==> src/rtl/regfile_wr_arbiter_if.sv <==
// Requester-side and register-file-side signals of the writeback arbiter.
// The arbiter connects through the slave modport; the requesters and register file use master.
interface regfile_wr_arbiter_if #(
    parameter int unsigned DSIZE = 16,
    parameter int unsigned ASIZE = 4,
    parameter int unsigned CSIZE = 16
);
    logic [2:0]       req;
    logic [ASIZE-1:0] waddr0;
    logic [ASIZE-1:0] waddr1;
    logic [ASIZE-1:0] waddr2;
    logic [DSIZE-1:0] wdata0;
    logic [DSIZE-1:0] wdata1;
    logic [DSIZE-1:0] wdata2;
    logic [2:0]       gnt;
    logic             wen;
    logic [ASIZE-1:0] waddr;
    logic [DSIZE-1:0] wdata;
    logic [CSIZE-1:0] conflicts;

    modport master (
        output req, waddr0, waddr1, waddr2, wdata0, wdata1, wdata2,
        input  gnt, wen, waddr, wdata, conflicts
    );

    modport slave (
        input  req, waddr0, waddr1, waddr2, wdata0, wdata1, wdata2,
        output gnt, wen, waddr, wdata, conflicts
    );
endinterface

==> src/rtl/regfile_wr_arbiter.sv <==
// Round-robin arbiter sharing one register-file write port among three writeback sources.
// Grant is combinational; the winning write is registered and presented the following cycle.
module regfile_wr_arbiter #(
    parameter int unsigned DSIZE = 16,
    parameter int unsigned ASIZE = 4,
    parameter int unsigned CSIZE = 16
) (
    input  logic                clk,
    input  logic                rst,
    regfile_wr_arbiter_if.slave bus
);
    logic [1:0]       last_q, last_d;
    logic [2:0]       gnt_d;
    logic             wen_q, wen_d;
    logic [ASIZE-1:0] waddr_q, waddr_d;
    logic [DSIZE-1:0] wdata_q, wdata_d;
    logic [CSIZE-1:0] conf_q, conf_d;
    logic [ASIZE-1:0] sel_addr;
    logic [DSIZE-1:0] sel_data;
    logic             multi_req;

    // Search starts one past the last winner and wraps; no grant while in reset.
    always_comb begin
        gnt_d = '0;
        if (!rst) begin
            case (last_q)
                2'd0: begin
                    if      (bus.req[1]) gnt_d = 3'b010;
                    else if (bus.req[2]) gnt_d = 3'b100;
                    else if (bus.req[0]) gnt_d = 3'b001;
                end
                2'd1: begin
                    if      (bus.req[2]) gnt_d = 3'b100;
                    else if (bus.req[0]) gnt_d = 3'b001;
                    else if (bus.req[1]) gnt_d = 3'b010;
                end
                default: begin
                    if      (bus.req[0]) gnt_d = 3'b001;
                    else if (bus.req[1]) gnt_d = 3'b010;
                    else if (bus.req[2]) gnt_d = 3'b100;
                end
            endcase
        end
    end

    always_comb begin
        sel_addr = bus.waddr2;
        sel_data = bus.wdata2;
        if (gnt_d[0]) begin
            sel_addr = bus.waddr0;
            sel_data = bus.wdata0;
        end else if (gnt_d[1]) begin
            sel_addr = bus.waddr1;
            sel_data = bus.wdata1;
        end
    end

    assign multi_req = (bus.req[0] & bus.req[1]) | (bus.req[0] & bus.req[2]) |
                       (bus.req[1] & bus.req[2]);

    always_comb begin
        last_d  = last_q;
        wen_d   = 1'b0;
        waddr_d = waddr_q;
        wdata_d = wdata_q;
        conf_d  = conf_q;
        if (gnt_d != '0) begin
            // R0 writes are granted and latched but never enabled.
            wen_d   = (sel_addr != '0);
            waddr_d = sel_addr;
            wdata_d = sel_data;
            last_d  = gnt_d[0] ? 2'd0 : (gnt_d[1] ? 2'd1 : 2'd2);
        end
        if (multi_req && (conf_q != '1)) begin
            conf_d = conf_q + CSIZE'(1);
        end
    end

    always_ff @(posedge clk) begin
        if (rst) begin
            last_q  <= 2'd2;
            wen_q   <= 1'b0;
            waddr_q <= '0;
            wdata_q <= '0;
            conf_q  <= '0;
        end else begin
            last_q  <= last_d;
            wen_q   <= wen_d;
            waddr_q <= waddr_d;
            wdata_q <= wdata_d;
            conf_q  <= conf_d;
        end
    end

    assign bus.gnt       = gnt_d;
    assign bus.wen       = wen_q;
    assign bus.waddr     = waddr_q;
    assign bus.wdata     = wdata_q;
    assign bus.conflicts = conf_q;
endmodule
==> src/flat_wrapper.sv <==
// flat-port wrapper written by rule: the top's interface ports become plain ports
module regfile_wr_arbiter_flat 
#(
    parameter int unsigned DSIZE = 16,
    parameter int unsigned ASIZE = 4,
    parameter int unsigned CSIZE = 16
)
  (clk, rst, bus_req, bus_waddr0, bus_waddr1, bus_waddr2, bus_wdata0, bus_wdata1, bus_wdata2, bus_gnt, bus_wen, bus_waddr, bus_wdata, bus_conflicts);
  regfile_wr_arbiter_if #(.DSIZE(DSIZE), .ASIZE(ASIZE), .CSIZE(CSIZE)) bus_i ();
  input  logic clk;
  input  logic rst;
  input wire logic [$bits(bus_i.req)-1:0] bus_req;
  input wire logic [$bits(bus_i.waddr0)-1:0] bus_waddr0;
  input wire logic [$bits(bus_i.waddr1)-1:0] bus_waddr1;
  input wire logic [$bits(bus_i.waddr2)-1:0] bus_waddr2;
  input wire logic [$bits(bus_i.wdata0)-1:0] bus_wdata0;
  input wire logic [$bits(bus_i.wdata1)-1:0] bus_wdata1;
  input wire logic [$bits(bus_i.wdata2)-1:0] bus_wdata2;
  output wire logic [$bits(bus_i.gnt)-1:0] bus_gnt;
  output wire logic [$bits(bus_i.wen)-1:0] bus_wen;
  output wire logic [$bits(bus_i.waddr)-1:0] bus_waddr;
  output wire logic [$bits(bus_i.wdata)-1:0] bus_wdata;
  output wire logic [$bits(bus_i.conflicts)-1:0] bus_conflicts;
  assign bus_i.req = bus_req;
  assign bus_i.waddr0 = bus_waddr0;
  assign bus_i.waddr1 = bus_waddr1;
  assign bus_i.waddr2 = bus_waddr2;
  assign bus_i.wdata0 = bus_wdata0;
  assign bus_i.wdata1 = bus_wdata1;
  assign bus_i.wdata2 = bus_wdata2;
  assign bus_gnt = bus_i.gnt;
  assign bus_wen = bus_i.wen;
  assign bus_waddr = bus_i.waddr;
  assign bus_wdata = bus_i.wdata;
  assign bus_conflicts = bus_i.conflicts;
  regfile_wr_arbiter #(.DSIZE(DSIZE), .ASIZE(ASIZE), .CSIZE(CSIZE)) u_core (.clk(clk), .rst(rst), .bus(bus_i));
endmodule
==> config.mk <==
export PLATFORM = sky130hd
export DESIGN_NAME = regfile_wr_arbiter_flat
export DESIGN_NICKNAME = d
export VERILOG_FILES = /design/src/rtl/regfile_wr_arbiter_if.sv /design/src/rtl/regfile_wr_arbiter.sv /design/src/flat_wrapper.sv
export SDC_FILE = /design/constraint.sdc
export NUM_CORES = 1
export LEC_CHECK = 0
export ABC_AREA = 1
export BUFFER_PORTS_ARGS = -buffer_cell sky130_fd_sc_hd__buf_2
export CAP_MARGIN = 20
export CORE_MARGIN = 10
export CORE_UTILIZATION = 40
export DETAILED_ROUTE_END_ITERATION = 7
export PLACE_DENSITY = 0.7
export SLEW_MARGIN = 20
export SYNTH_ARGS = -nofsm -noshare
export SYNTH_HDL_FRONTEND = slang
export SYNTH_SLANG_ARGS = --single-unit
==> constraint.sdc <==
create_clock -name clk -period 3.3 [get_ports clk]
set_input_delay 0.33 -clock clk [delete_from_list [all_inputs] [get_ports clk]]
set_output_delay 0.33 -clock clk [all_outputs]
set_load 0.005 [all_outputs]
* Word-level counts from Yosys, hierarchy flattened
Index checks and enable logic that the tools add are counted.
** Storage, ports and cells
- Register bits after elaboration :: 39
- Input port bits :: 65
- Output and inout port bits :: 40
** Cells by class
- Bitwise logic cells :: 6
- Reductions and logical operators :: 5
- Equality and inequality tests :: 2
- $add $sub $neg :: 1
- Multiplexer cells :: 17
** Operators with widths (number)
- two-way mux 16 bit :: 2
- two-way mux 3 bit :: 8
- adder 16 x 1 -> 16 bit, second input constant :: 1
- != test 16 bit, second input constant :: 1
- two-way mux 4 bit :: 2
- two-way mux 2 bit :: 3
- case mux 3 bit (2 select lines) :: 1
- nonzero test 4 bit :: 1
- bitwise AND 1 bit :: 3
- nonzero test 3 bit :: 1
- equality test 2 x 1 -> 1 bit, second input constant :: 1
- zero test 2 bit :: 1
- bitwise OR 1 bit :: 2
- OR reduction 2 bit :: 1
- logical AND 1 bit :: 1
- two-way mux 1 bit :: 1
- NOT 1 bit :: 1

* Depth between registers and ports, before layout
- Depth after elaboration :: 8
- Mapped depth :: 12

* Least setup slack after synthesis
OpenSTA, ideal clock, no wires.
- Kind :: reg-to-reg
- Start :: register u_core.conf_q[0] (netlist: u_core.bus.conflicts[0])
- End :: register u_core.conf_q[5] (netlist: u_core.bus.conflicts[5])
- Setup time :: 0.066 ns
- Cell stages (with the launch flop) :: 11
- Data arrival time :: 1.400 ns
- Clock period less this slack :: 1.466 ns
- Slack :: 1.834 ns
- Path through :: dfxtp_1 -> ha_1 -> nand3_1 -> nor2_1 -> nand3_1 -> nand2_2 -> inv_2 -> buf_6 -> nand3_1 -> nand2_1 -> a21oi_2
** Between the ends
- Longest elaborated chain between the ends :: 2
- Elaborated cells on any way between the ends :: 3
** Ends and longest elaborated chain
- start: declaration :: line regfile_wr_arbiter.sv:17 : logic [CSIZE-1:0] conf_q, conf_d;
- start signal: assignment :: line regfile_wr_arbiter.sv:91 : conf_q <= conf_d;
- parallel branches: the longest is 2 deep, another holds adder 16 x 1 -> 16 bit
Several ways; the timed one is not identified.
A chain may end at the register's enable or synchronous reset.

* Worst setup path in the final report
- Start :: input port rst
- End :: output port bus_gnt[1]
** Between the ends
- Longest elaborated chain between the ends :: 1
** Ends and longest elaborated chain
- start: declaration :: line flat_wrapper.sv:11 : input logic rst;
- two-way mux 3 bit :: line regfile_wr_arbiter.sv:25 : if (!rst) begin
- end: declaration :: line flat_wrapper.sv:19 : output wire logic [$bits(bus_i.gnt)-1:0] bus_gnt;
Every way passes these cells.

==> results.cfg <==
[power_and_ir_drop]
p_leak_nw = 1.48
p_sw_share_pct = 33.5
seq_power_share_pct = 45.8
p_sw_mw = 0.408
vdd_drop_max_uv = 163
pwr-share-clk_pct = 25.4
intPower_mw = 0.809
power_density_nw_per_um2 = 429
combPwrFrac_pct = 28.8

[die]
fp.dieW_microns = 94.9
die_area_sq_um = 9000
initial_core_util_pct = 40.9
rows = 27
die_y_microns = 94.9
ios = 105
fp.coreArea_sq_um = 5470

[place]
dp_cells = 523
dpl_worst_slack_ps = 838
dp_hpwl_microns = 5430
io_buffer_count = 104
dpl-instance-area_sq_um = 2750
gp_congestion = 0.883

[min_path]
hp-class = input pin to flop
min_from = bus_wdata1[7]
whs_path_depth = 5
holdPathEnd = u_core.bus.wdata[7]

[setup_path]
crit_path_start_kind = input pin
r2r_start = u_core.last_q[0]
critical_path_class = input pin to output pin
r2r_end = u_core.bus.waddr[1]
worstPathRequired_ps = 2970
startpoint = rst
crit_path_max_fanout = 29
crit_arrival_ps = 1930
reg2regPathDepth = 9
end_kind = output pin
ff2ff_setup_slack_ps = 1220

[timing]
tns_ps = 0
period_share_pct = 68.4
fmax_mhz = 443
hold_viol_final = 0
rsz0062_at_grt = false
finClkSkew_ps = 3.98
setup_violations = 0
maxSlewViolCount = 0
tightest_slew_ps = 823
period_minus_slack_ps = 2260
setup_ws_ps = 1040
max_slew_margin_pct = 45.1

[global_route]
grt_usage_pct = 15.6
grt-ovfl-total = 0
grt_max_degree = 40
grt_pass1_wl_microns = 11500
grt_pass1_vias = 2594
antenna_found_initial = 0

[drt]
wl_per_cell_microns = 13.0
drc = 0
first_pass_iters = 4
detail-route-antenna-nets = 0
drt_iter0_drc = 79
avgViaCountPerCell = 4.72
wirelength_microns = 6920
routed-via-count = 2505

[synth]
synth_cell_types = 28
ys_seq_area_share_pct = 34.8
ys_warn_count = 0
syn_avg_cell_area_sq_um = 6.17
mappedNetlistNets = 429
synthCells = 363
synth_seq_cells = 39
synth_area_sq_um = 2240

[finish]
diodes = 0
multi_input_area_sq_um = 1260
final_common_cell = nand2_1
syn_to_final_growth_pct = 26.6
nNetsFinal = 524
final_cell_mix = 129 x nand2_1, 104 x buf_2, 60 x nor2_1
post-route-util_pct = 51.9
fin_area_sq_um = 2840
drive_gt1_share_pct = 27.7
instances_no_fill = 531
regArea_sq_um = 781
fillers = 608

[flow_run]
maxCapViolCount = 0

[cts]
htreeDepth = 2
holdBufCountCts = 0
cts_buffers = 5
cts_sinks = 39
cts_tree = done
clk_path_buf_depth = 2
cts_root_buf = clkbuf_8
clk_pin_slew_ps = 80
post_cts_buffers = 0
clock_latency_ps = 290
cts.repair.resized = 0

[status]
status = finished clean
kinds of logic after synthesis:
logic type / share of synthesized area, %
flops: 34.8
buf+inv: 8.71
fa+ha+maj: 0.558
compound gates: 11.8
xor+xnor: 3.13
simple gates: 40.9
cells in the mapped netlist:
cell type	count	area [sq um]
o21ai_2	1	8.76
buf_6	3	33.8
xor2_1	6	52.6
inv_2	5	18.8
nor2_1	60	225
o21ai_1	3	15.0
nand3_2	1	10.0
xnor2_1	2	17.5
ha_1	1	12.5
o31ai_1	1	7.51
o211ai_1	1	7.51
a211oi_1	2	15.0
nor2_2	1	6.26
o21ai_0	24	120
nand2_2	2	12.5
a21oi_2	3	26.3
buf_2	8	40.0
a21oi_1	13	65.1
nor3_1	4	20.0
inv_1	17	63.8
clkbuf_2	1	5.00
nand2_1	129	484
nand3_1	25	125
buf_4	3	22.5
nand4_1	3	18.8
nor3b_1	2	15.0
dfxtp_1	39	781
clkbuf_1	3	11.3
worst max path at each step:
stage / end / slack, ps / cells past startpoint
6_report: bus_gnt[1] / 1040 / 5
5_1_grt: bus_gnt[1] / 860 / 5
4_1_cts: bus_gnt[1] / 980 / 5
3_5_place_dp: u_core.bus.waddr[1] / 840 / 8
3_3_place_gp: u_core.bus.waddr[2] / 900 / 8
2_1_floorplan: u_core.bus.conflicts[5] / 1830 / 10
metrics by stage:
stage / hold slack [ps] / power (mW)
floorplan: 432 / 0.794
global placement: 479 / 0.916
detailed placement: 475 / 0.923
CTS: 347 / 1.24
global route: 378 / 1.31
finish: 363 / 1.22
power groups by stage:
stage | sequential [mW] | combinational [mW] | clock [mW]
after CTS | 0.557 | 0.357 | 0.324
final | 0.558 | 0.350 | 0.309
after global placement | 0.568 | 0.348 | 0
after floorplan | 0.568 | 0.226 | 0
after global routing | 0.564 | 0.407 | 0.341
after detailed placement | 0.566 | 0.356 | 0
cell type report:
class / count / area share (%)
Multi-Input combinational cell: 284 / 44.6
Sequential cell: 39 / 27.5
Timing Repair Buffer: 106 / 18.9
Tap cell: 72 / 3.17
Inverter: 22 / 2.91
Clock buffer: 5 / 2.43
Clock inverter: 3 / 0.529
worst max-delay path, stage by stage:
cell	delay, ps
buf_2	190
inv_2	340
nand2_1	140
nor2_2	670
buf_2	240
sequential cells by signal (all words and copies together), names as in the netlist:
signal and flops:
u_core.bus.waddr 4, u_core.bus.conflicts 16, u_core.last_q 2, u_core.bus.wen 1, u_core.bus.wdata 16
routing by layer:
metal | global-route usage [%] | wire (microns) | part of all wire, %
met1 | 17.1 | 2830 | 41
met2 | 26.4 | 3300 | 48
met3 | 7.93 | 735 | 11
met4 | 3.74 | 49 | 0.71
met5 | 0 | 0 | 0
Power figures use the tool's default switching activity.
